[src/rtl/uart_pkg.sv]
// Shared UART definitions: receiver FSM states and datapath widths.
package uart_pkg;

  localparam int unsigned UART_DATA_BITS = 8;
  localparam int unsigned UART_CNT_W     = 17;
  localparam int unsigned UART_IDX_W     = $clog2(UART_DATA_BITS);

  typedef enum logic [2:0] {
    IDLE,
    START,
    DATA,
    STOP,
    BREAK
  } rx_state_t;

endpackage

[src/rtl/uart_rx_sync.sv]
// Multi-flop synchroniser for the asynchronous RX pin; resets to the idle-high line level.
module uart_rx_sync #(
  parameter int unsigned SYNC_STAGES = 2
) (
  input  logic i_clk,
  input  logic i_rst,
  input  logic i_d,
  output logic o_q
);

  logic [SYNC_STAGES-1:0] r_sync;

  always_ff @(posedge i_clk) begin
    if (i_rst) begin
      r_sync <= '1;
    end else begin
      r_sync <= {r_sync[SYNC_STAGES-2:0], i_d};
    end
  end

  assign o_q = r_sync[SYNC_STAGES-1];

endmodule

[src/rtl/uart_rx.sv]
// UART receiver, 8/N/1 LSB first: centre-sampling FSM feeding a single-entry valid/ready buffer
// with framing-error and overrun pulses.
module uart_rx
  import uart_pkg::*;
#(
  parameter int unsigned SYNC_STAGES = 2
) (
  input  logic                      i_clk,
  input  logic                      i_rst,
  input  logic                      i_rx,
  input  logic [15:0]               i_divider,
  output logic [UART_DATA_BITS-1:0] o_data,
  output logic                      o_valid,
  input  logic                      i_ready,
  output logic                      o_frame_err,
  output logic                      o_overrun,
  output logic                      o_busy
);

  logic                      w_rxs;
  rx_state_t                 r_state, w_state_d;
  logic [UART_CNT_W-1:0]     r_cnt, w_cnt_d;
  logic [15:0]               r_div, w_div_d;
  logic [UART_IDX_W-1:0]     r_bit_idx, w_bit_idx_d;
  logic [UART_DATA_BITS-1:0] r_shift, w_shift_d;
  logic                      w_commit, w_frame_err;
  logic [15:0]               w_div_in;
  logic [UART_CNT_W-1:0]     w_bit_reload;
  logic [UART_CNT_W-1:0]     w_cnt_dec;

  logic [UART_DATA_BITS-1:0] r_data;
  logic                      r_valid, r_frame_err, r_overrun;

  uart_rx_sync #(
    .SYNC_STAGES(SYNC_STAGES)
  ) u_sync (
    .i_clk(i_clk),
    .i_rst(i_rst),
    .i_d  (i_rx),
    .o_q  (w_rxs)
  );

  // A zero divider would stall the counter; treat it as the fastest legal rate.
  assign w_div_in     = (i_divider == 16'd0) ? 16'd1 : i_divider;
  assign w_bit_reload = {r_div, 1'b0} - UART_CNT_W'(1);
  assign w_cnt_dec    = r_cnt - UART_CNT_W'(1);

  always_comb begin
    w_state_d   = r_state;
    w_cnt_d     = r_cnt;
    w_div_d     = r_div;
    w_bit_idx_d = r_bit_idx;
    w_shift_d   = r_shift;
    w_commit    = 1'b0;
    w_frame_err = 1'b0;
    case (r_state)
      IDLE: begin
        if (!w_rxs) begin
          w_state_d = START;
          w_div_d   = w_div_in;
          w_cnt_d   = {1'b0, w_div_in} - UART_CNT_W'(1);
        end
      end
      START: begin
        if (r_cnt == '0) begin
          if (w_rxs) begin
            w_state_d = IDLE;
          end else begin
            w_state_d   = DATA;
            w_bit_idx_d = '0;
            w_cnt_d     = w_bit_reload;
          end
        end else begin
          w_cnt_d = w_cnt_dec;
        end
      end
      DATA: begin
        if (r_cnt == '0) begin
          w_shift_d[r_bit_idx] = w_rxs;
          w_cnt_d              = w_bit_reload;
          if (r_bit_idx == UART_IDX_W'(UART_DATA_BITS - 1)) begin
            w_state_d = STOP;
          end else begin
            w_bit_idx_d = r_bit_idx + UART_IDX_W'(1);
          end
        end else begin
          w_cnt_d = w_cnt_dec;
        end
      end
      STOP: begin
        // Leave at mid-stop so a back-to-back start edge is caught.
        if (r_cnt == '0) begin
          if (w_rxs) begin
            w_commit  = 1'b1;
            w_state_d = IDLE;
          end else begin
            w_frame_err = 1'b1;
            w_state_d   = BREAK;
          end
        end else begin
          w_cnt_d = w_cnt_dec;
        end
      end
      BREAK: begin
        if (w_rxs) begin
          w_state_d = IDLE;
        end
      end
      default: w_state_d = IDLE;
    endcase
  end

  always_ff @(posedge i_clk) begin
    if (i_rst) begin
      r_state   <= IDLE;
      r_cnt     <= '0;
      r_div     <= 16'd1;
      r_bit_idx <= '0;
      r_shift   <= '0;
    end else begin
      r_state   <= w_state_d;
      r_cnt     <= w_cnt_d;
      r_div     <= w_div_d;
      r_bit_idx <= w_bit_idx_d;
      r_shift   <= w_shift_d;
    end
  end

  // Single-entry output buffer; a held byte is never overwritten, the new one is dropped.
  always_ff @(posedge i_clk) begin
    if (i_rst) begin
      r_data      <= '0;
      r_valid     <= 1'b0;
      r_frame_err <= 1'b0;
      r_overrun   <= 1'b0;
    end else begin
      r_frame_err <= w_frame_err;
      r_overrun   <= w_commit && r_valid && !i_ready;
      if (w_commit && (!r_valid || i_ready)) begin
        r_data  <= r_shift;
        r_valid <= 1'b1;
      end else if (r_valid && i_ready) begin
        r_valid <= 1'b0;
      end
    end
  end

  assign o_data      = r_data;
  assign o_valid     = r_valid;
  assign o_frame_err = r_frame_err;
  assign o_overrun   = r_overrun;
  assign o_busy      = (r_state != IDLE);

endmodule

[config.mk]
export PLATFORM = sky130hd
export DESIGN_NAME = uart_rx
export DESIGN_NICKNAME = d
export VERILOG_FILES = /design/src/rtl/uart_pkg.sv /design/src/rtl/uart_rx_sync.sv /design/src/rtl/uart_rx.sv
export SDC_FILE = /design/constraint.sdc
export NUM_CORES = 1
export LEC_CHECK = 0
export ABC_AREA = 1
export BUFFER_PORTS_ARGS = -buffer_cell sky130_fd_sc_hd__buf_4
export CORE_UTILIZATION = 50
export CTS_CLUSTER_DIAMETER = 120
export DETAILED_ROUTE_END_ITERATION = 6
export PLACE_DENSITY = 0.69
export SETUP_SLACK_MARGIN = 0.4
export SLEW_MARGIN = 20
export SYNTH_ARGS = -nofsm -noshare
export SYNTH_HDL_FRONTEND = slang
export SYNTH_SLANG_ARGS = --single-unit
[constraint.sdc]
create_clock -name i_clk -period 2.1 [get_ports i_clk]
set_input_delay 0.21 -clock i_clk [delete_from_list [all_inputs] [get_ports i_clk]]
set_output_delay 0.21 -clock i_clk [all_outputs]
set_load 0.03 [all_outputs]
Yosys cells after proc, flatten, opt, wreduce, memory -nomap -nowiden:

Cells that the tools add are included.

* register bits: 60
* input port bits: 20
* output and inout bits: 12

* add/subtract/negate cells: 4
* $lt $le $gt $ge: 2
* eq/ne operators: 15
* mux-type cells: 30
* bitwise gates (word level): 3
* reductions and logical operators: 21

Operator list (count)
* $mux 17: 5
* $pmux 17 s4: 1
* $sub 17x1->17 const B: 2
* $mux 3: 11
* $logic_not 17->1: 1
* $sub 16x1->17 const B: 1
* $logic_not 16->1: 1
* $mux 16: 1
* $ne 2x2->1 const B: 8
* $pmux 3 s5: 1
* $bwmux 8: 1
* $mux 1: 7
* $eq 3x2->1 const B: 2
* $eq 3x3->1 const B: 2
* $pmux 3 s2: 1
* $reduce_and 6->1: 1
* $logic_and 1x1->1: 5
* $reduce_and 5->1: 1
* $lt 3x4->1 const B: 1
* $reduce_and 2->1: 2
* $reduce_and 4->1: 1
* $reduce_bool 2->1: 2
* $reduce_bool 4->1: 1
* $add 3x1->3 const B: 1
* 12 further kinds: 15

Logic depth before layout (Yosys ltp):

Gate-level depths: netlist (run 1).

* word-level depth: 5
* gate-level depth with buffers: 17

By module:

Synthesis (run 1) repeated with hierarchy kept, for this count alone.

* cells, all modules: 599
* area, all modules: 3857.4 µm²

Modules (own cells, without submodules)
* uart_rx: times used 1, cells each 592, area each 3798.6 µm²
* uart_rx_sync: times used 1, cells each 7, area each 58.8 µm²

Worst setup path after synthesis (run 1):

OpenSTA, ideal clock, no wires.

* path type: input to register
* start point: in i_divider[6]
* end point: reg r_cnt[14]
* arrival time: 1.717 ns
* setup slack: 0.327 ns
* stages: 17
* path through: nor2_1 -> nand2_1 -> nor2_1 -> nand2_1 -> nand2_1 -> inv_1 -> ha_1 -> nand2_1 -> nor2_1 -> nand2_1 -> xor2_1 -> nand2_1 -> nand2_1 -> inv_1 -> nand3_1 -> nand2_1 -> inv_1

* longest elaborated chain between the ends: 5

RTL lines
* start, declared: line uart_rx.sv:11 `input logic [15:0] i_divider,`
* $logic_not 16->1: line uart_rx.sv:44 `assign w_div_in = (i_divider == 16'd0) ? 16'd1 : i_divider;`
* $mux 16 *: line uart_rx.sv:44
* $sub 16x1->17 *: line uart_rx.sv:61 `w_cnt_d = {1'b0, w_div_in} - UART_CNT_W'(1);`
* $mux 17 *: line uart_rx.sv:58 `if (!w_rxs) begin`
* $pmux 17 s4 *: line uart_rx.sv:56 `case (r_state)`
* end signal, assigned: line uart_rx.sv:122 `r_cnt <= w_cnt_d;`
* end, declared: line uart_rx.sv:22 `logic [UART_CNT_W-1:0] r_cnt, w_cnt_d;`

Every way passes the cells marked *; elsewhere a longest branch is shown, timed or not. The select of a mux whose other input is x is not followed.
A chain may end at the register's enable or synchronous reset.

Final worst setup path (run 1):

* start point: reg r_cnt[7]
* end point: reg r_state[2]

* longest elaborated chain between the ends: 3

RTL lines
* $logic_not 17->1 *: line uart_rx.sv:65, uart_rx.sv:78, uart_rx.sv:92
* $ne 2x2->1 (no line)
* $reduce_and 6->1 (no line) *
* end signal, assigned: line uart_rx.sv:121 `r_state <= w_state_d;`
* end, declared: line uart_rx.sv:21 `rx_state_t r_state, w_state_d;`

Every way passes the cells marked *; elsewhere a longest branch is shown, timed or not.

==> flow_summary.toml, run 1 <==
[sta]
slew-limit-headroom_pct = 62.58
drv_slew = 0
finalSetupViolations = 0
rsz0062_at_grt = "yes"
tns_ns = 0
fin_crit_sh_pct = 83.46
hold_viol = 0
timing.fmax_mhz = 570.6
worstMarginPinSlew_ns = 0.5606
finClkSkew_ns = 0.009880
min_period_ns = 1.753

[power_and_ir_drop]
power_switching_uw = 2975
p_comb_share_pct = 58.2
p_int_uw = 3076
p_total_uw = 6051
switching_share_pct = 49.17
p_leak_uw = 0.002106
seqPwrFrac_pct = 26.3
p_clk_share_pct = 15.5
ir_drop_v = 0.0004489
power_density_mw_per_mm2 = 1287

[global_route]
grt_use_total_pct = 29.73
gr-max-usage-layer = "met2"
antenna_found_initial = 0
grt_max_degree = 27
grt_pass1_vias = 3729
grt_pass1_wl_mm = 17.88
grt_use_met2_pct = 47.33
use_met3_pct = 6.279
use_met1_pct = 40.35
grt-ovfl-total = 0

[run_status]
status = "finished, final reports clean"

[routing]
drc_errors = 0
drt-vias-per-instance = 5.424
antenna_left = 0
dr_total_vias = 4160
firstDrtPassIters = 5
drtIter0Drc = 286
drt-wirelength-per-cell_um = 14.63
routed_wl_mm = 11.22

[floorplan]
die_x_um = 89.38
coreArea_mm2 = 0.007331
die_y_um = 89.38
placementRows = 31
dieArea_mm2 = 0.007988
ios = 32
initial_core_util_pct = 52.07

[layout]
multi_input_area_mm2 = 0.002427
fin_cells = 767
nFillCells = 675
diodes = 0
final_util_pct = 64.12
areaGrowthSynthToFinish_pct = 23.14
drive_gt1_share_pct = 21.71
seq_area_mm2 = 0.001205
fin_nets = 689
fin_area_mm2 = 0.004701

[critical_path]
worstRegToRegCells = 10
rr_endpoint = "r_state[2]"
worstSetupEndpoint = "r_state[2]"
path_class = "reg -> reg"
r2r_start = "r_cnt[7]"
crit_fanout = 5
cp_data_arrival_time_ns = 2.00
r2r_slack_ns = 0.35
worstSetupStartpointType = "flip-flop"
crit_required_ns = 2.34
cp-startpoint = "r_cnt[7]"
crit_path_end_kind = "flip-flop"

[yosys]
ys_types = 37
syn-cell-area_mm2 = 0.003817
seq_area_frac_synth_pct = 31.47
asyncSetResetFlopFracSynth_pct = 0
syn_area_per_cell_um2 = 6.289
ys.warnings.count = 0
yosysMostFrequentCell = "nand2_1"
yosysTopAreaCellShare_pct = 31.47
synthCells = 607
synth-seq-cells = 60
synth_edf_count = 0
synth-main-ff-cell = "dfxtp_1"
syn_nets = 633
yosysTopAreaCell = "dfxtp_1"
yosys-top-cells-area = "dfxtp_1, nand2_1, nor2_1"
synth_commonest_cells = "nand2_1, nor2_1, inv_1"

[clock_tree]
clkTransAtPathRegs_ns = 0.08
insertion_delay_ns = 0.35
clock_path_buffers = 2
cts_tree = "done"
cts_sinks = 60
h-tree-depth = 3
clock_tree.root_cell = "clkbuf_8"
cts_inserted_buffers = 9

[place]
dpl.cell_count = 737
gp_congestion = 0.9709
placed_cell_area_mm2 = 0.004207
hpwl_mm = 8.325
numPortBuffers = 31

[hold_path]
hold_start = "i_rx"
hold_path_class = "in -> reg"

[job]
maxCapViolations = 0
-- placed cells by master (no fill, tap or decap), drive strengths merged --
cell type	n
nand2	128
nor2	114
inv	73
dfxtp	60
buf	59
o21ai	57
nand3	54
a21oi	49
xor2	16
clkbuf	9
nor3	8
nand4	7
ha	6
xnor2	5
clkinv	5
or2	4
o211ai	2
a311oi	2
nand3b	2
a211oi	2
clkinvlp	2
o221ai	1
and2	1
nor4	1
o21a	1
-- stage by stage --
| step | setup WS [ns] | hold slack (ns) |
|---|---|---|
| CTS | 0.3592 | 0.04626 |
| floorplan | 0.4126 | 0.3138 |
| finish | 0.3473 | 0.05262 |
| detailed placement | 0.1463 | 0.4002 |
| global route | 0.2369 | 0.05494 |
| global placement | 0.1910 | 0.3969 |
-- how the worst min path moves through the flow --
| stage | endpoint | slack (ns) | depth (start not counted) |
|---|---|---|---|
| 2_1_floorplan | u_sync.r_sync[0] | 0.31 | 1 |
| 3_3_place_gp | u_sync.r_sync[0] | 0.40 | 2 |
| 3_5_place_dp | u_sync.r_sync[0] | 0.40 | 2 |
| 4_1_cts | u_sync.r_sync[0] | 0.05 | 2 |
| 5_1_grt | u_sync.r_sync[0] | 0.05 | 2 |
| 6_report | u_sync.r_sync[0] | 0.05 | 2 |
-- registers in the layout, indices dropped and copies added (netlist names), 2 cells and up --
register       flops
o_data             8
r_bit_idx          3
r_cnt             17
r_div             16
r_shift            8
r_state            3
u_sync.r_sync      2
-- cell families (layout without fill, tap and decap cells) --
logic type | after synthesis | count (layout) | share of synthesized area (%)
AND/OR/NAND/NOR | 319 | 319 | 36.28
AO/OA/AOI/OAI | 114 | 114 | 16.06
buffers and inverters | 87 | 148 | 9.407
flip-flops | 60 | 60 | 31.47
XOR/XNOR | 21 | 21 | 4.818
adder cells (fa/ha/maj) | 6 | 6 | 1.967
-- layout make-up --
cell class                      count  area share, %
Clock inverter                      7          1.091
Sequential cell                    60          25.63
Clock buffer                        9          2.635
Inverter                           73          6.095
Timing Repair Buffer               59          10.27
Tap cell                           99          2.635
Multi-Input combinational cell    460          51.64
-- worst max-delay path, cell delays in order, from the launching register on --
cell and delay [ns]:
dfxtp_1 0.37, nor2_2 0.18, nand2_2 0.15, nor2_4 0.16, nand2_4 0.10, buf_4 0.15, buf_6 0.11, o21ai_4 0.14
nand2_2 0.10, o21ai_1 0.14, a21oi_1 0.05
-- repair_timing --
action	in CTS	in global routing
hold buffers	0	0
resized for setup	25	45
cloned	1	0
pin swaps	6	16
setup endpoints to repair	32	38
buffers inserted	7	6
-- power by group through the flow --
stage	combinational, uW	sequential (uW)	clock, uW
finish	3520	1590	940
detailed placement	2930	1590	0
CTS	3090	1570	952
global route	3870	1620	1000
floorplan	2260	1540	0
global placement	2890	1590	0
-- routing by layer --
layer / wire, um / vias up / share of wire (%)
met5: 0 / - / 0
met4: 200 / 0 / 1.8
met3: 757 / 26 / 6.7
met2: 5064 / 152 / 45
met1: 5200 / 1902 / 46
li1: - / 2080 / -
Note: power is estimated with default switching activity, not from simulation.
==> inputs of run 2 (changes only) <==
--- a/config.mk
+++ b/config.mk
@@ -5,7 +5,7 @@
 export SDC_FILE = /design/constraint.sdc
 export NUM_CORES = 1
 export LEC_CHECK = 0
-export ABC_AREA = 1
+export ABC_AREA = 0
 export BUFFER_PORTS_ARGS = -buffer_cell sky130_fd_sc_hd__buf_4
 export CORE_UTILIZATION = 50
 export CTS_CLUSTER_DIAMETER = 120
==> constraint.sdc (replaced) <==
create_clock -name i_clk -period 1.8 [get_ports i_clk]
set_input_delay 0.18 -clock i_clk [delete_from_list [all_inputs] [get_ports i_clk]]
set_output_delay 0.18 -clock i_clk [all_outputs]
set_load 0.03 [all_outputs]
==> flow_summary.toml, run 2 <==
[run_status]
status = "finished with violations"
violations = "negative setup slack"

[yosys]
asyncSetResetFlopFracSynth_pct = 0
syn_area_per_cell_um2 = 7.767
synth_edf_count = 0
yosysMostFrequentCell = "dfxtp_1"
yosys-top-cells-area = "dfxtp_1, nand2_1, nor2_1"
yosysTopAreaCellShare_pct = 33.84
seq_area_frac_synth_pct = 33.84
synthCells = 457
ys_types = 52
ys.warnings.count = 0
yosysTopAreaCell = "dfxtp_1"
synth_commonest_cells = "dfxtp_1, nand2_1, nor2_1"
syn_nets = 483
synth-seq-cells = 60
synth-main-ff-cell = "dfxtp_1"
syn-cell-area_mm2 = 0.003550

[routing]
drtIter0Drc = 413
dr_total_vias = 4239
drt-wirelength-per-cell_um = 18.43
firstDrtPassIters = 5
antenna_left = 0
drt-vias-per-instance = 6.013
drc_errors = 0
routed_wl_mm = 13.00

[critical_path]
crit_required_ns = 2.07
path_class = "reg -> reg"
crit_fanout = 6
crit_path_end_kind = "flip-flop"
cp_data_arrival_time_ns = 2.43
crit_path_cell_trace = "inv_2 -> ha_4 -> nor4b_4 -> buf_4 -> nand3_4 -> buf_4 -> buf_4 -> nor3_1 -> a2111oi_0 -> o22ai_1"
crit_top_cell = "buf_4"
max_stage_delay_ns = 0.37
worstSetupStartpointType = "flip-flop"
critPathSlowestCell = "nor3_1"

[global_route]
grt-ovfl-total = 0
grt_use_total_pct = 31.33
grt_pass1_vias = 3755
antenna_found_initial = 0
grt_max_degree = 41
grt_pass1_wl_mm = 17.97

[layout]
final_util_pct = 82.07
fin_nets = 630
final_cell_mix = "buf_4, dfxtp_1, nor2_1"
largest_reg_flops = 17
top_regs = "r_cnt (17), r_div (16)"
diodes = 0
areaGrowthSynthToFinish_pct = 57.95
final_common_cell = "buf_4"
regMostFlops = "r_cnt"
drive_gt1_share_pct = 45.81
nFillCells = 419

[clock_tree]
cts_inserted_buffers = 9
h-tree-depth = 3
cts_sinks = 60
clock_path_buffers = 2
clock_tree.root_cell = "clkbuf_8"
clkTransAtPathRegs_ns = 0.07
cts_tree = "done"
insertion_delay_ns = 0.35

[power_and_ir_drop]
switching_share_pct = 31.50
p_leak_uw = 0.002213
power_switching_uw = 1367
ir_drop_v = 0.0004648
power_density_mw_per_mm2 = 774.0
p_int_uw = 2973
seqPwrFrac_pct = 32.7
p_total_uw = 4340
p_comb_share_pct = 32.1
p_clk_share_pct = 35.2

[sta]
worstMarginPinSlew_ns = 0.5635
finalWorstSetupSlack_ns = -0.3569
tns_ns = -7.816
finalSetupViolations = 37
worst_hold_slack_ns = 0.008435
hold_viol = 0
finClkSkew_ns = 0.008547
timing.fmax_mhz = 463.6
fin_crit_sh_pct = 119.8
slew-limit-headroom_pct = 62.09
min_period_ns = 2.157
drv_slew = 0
rsz0062_at_grt = "yes"

[floorplan]
ios = 32
die_x_um = 86.26
die_y_um = 86.26
dieArea_mm2 = 0.007440
placementRows = 30
coreArea_mm2 = 0.006832
initial_core_util_pct = 51.96

[hold_path]
hold_path_class = "in -> reg"

[place]
numPortBuffers = 31
gp_congestion = 0.9307
hpwl_mm = 8.014

[job]
maxCapViolations = 0
-- run 2: critical path, delay by kind of cell, from the launching register on --
family / cells / cell delay [ns]
AND/OR/NAND/NOR: 3 / 0.72
buffers and inverters: 4 / 0.55
AO/OA/AOI/OAI: 2 / 0.35
flip-flops: 1 / 0.33
adder cells (fa/ha/maj): 1 / 0.13
-- run 2: timing repair --
| action | 4_1_cts | 5_1_grt |
|---|---|---|
| gates resized for setup | 21 | 95 |
| buffers inserted | 2 | 10 |
| hold buffers | 0 | 0 |
| cloned | 0 | 4 |
| setup endpoints to repair | 59 | 59 |
| pin swaps | 5 | 29 |
-- run 2: power groups by stage --
stage                     registers (uW)  clock network, uW  logic, uW
after global placement              1450                  0       1080
after floorplan                     1450                  0        553
after CTS                           1420               1530       1170
final                               1420               1530       1390
after global routing                1420               1580       1470
after detailed placement            1450                  0       1090
-- run 2: area by class of cell --
| cell class | instances | area [um^2] | share of cell area, % |
|---|---|---|---|
| Multi-Input combinational cell | 362 | 2680 | 47.80 |
| Timing Repair Buffer | 162 | 1311 | 23.39 |
| Sequential cell | 60 | 1222 | 21.80 |
| Clock buffer | 10 | 127.6 | 2.276 |
| Tap cell | 96 | 120.1 | 2.142 |
| Clock inverter | 6 | 111.4 | 1.986 |
| Inverter | 9 | 33.78 | 0.6025 |
-- run 2: metrics by stage --
step           setup slack, ns  std cells  cell area [um^2]
2_1_floorplan          -0.1676        457              3692
3_3_place_gp           -0.3265        673              4808
5_1_grt                -0.4655        705              5607
6_report               -0.3569        705              5607
4_1_cts                -0.2586        691              5152
3_5_place_dp           -0.4172        673              4808
-- run 2: final timing paths --
kind / slack, ns / cells after the start / to / from
hold / removal: 0.008 / 2 / u_sync.r_sync[0] / i_rx
hold reg to reg: 0.43 / 1 / u_sync.r_sync[1] / u_sync.r_sync[0]
setup reg to reg: -0.36 / 10 / r_cnt[16] / r_cnt[0]
setup / recovery: -0.36 / 10 / r_cnt[16] / r_cnt[0]
-- run 2: cells by family (layout without fill, tap and decap cells) --
kind of cell / Yosys count / count (layout) / share of synthesized area (%)
AO/OA/AOI/OAI: 98 / 98 / 17.52
XOR/XNOR: 25 / 25 / 6.168
adder cells (fa/ha/maj): 6 / 6 / 2.115
buffers and inverters: 35 / 187 / 3.877
flip-flops: 60 / 60 / 33.84
multiplexers: 18 / 18 / 5.076
AND/OR/NAND/NOR: 215 / 215 / 31.41
-- run 2: routing by layer --
layer,vias up,GRT usage [%],share of wire [%]
met1,2022,41.10,41
met3,51,6.476,7.0
met5,-,0,0
met4,0,14.39,3.8
li1,1960,-,-
met2,206,49.57,48
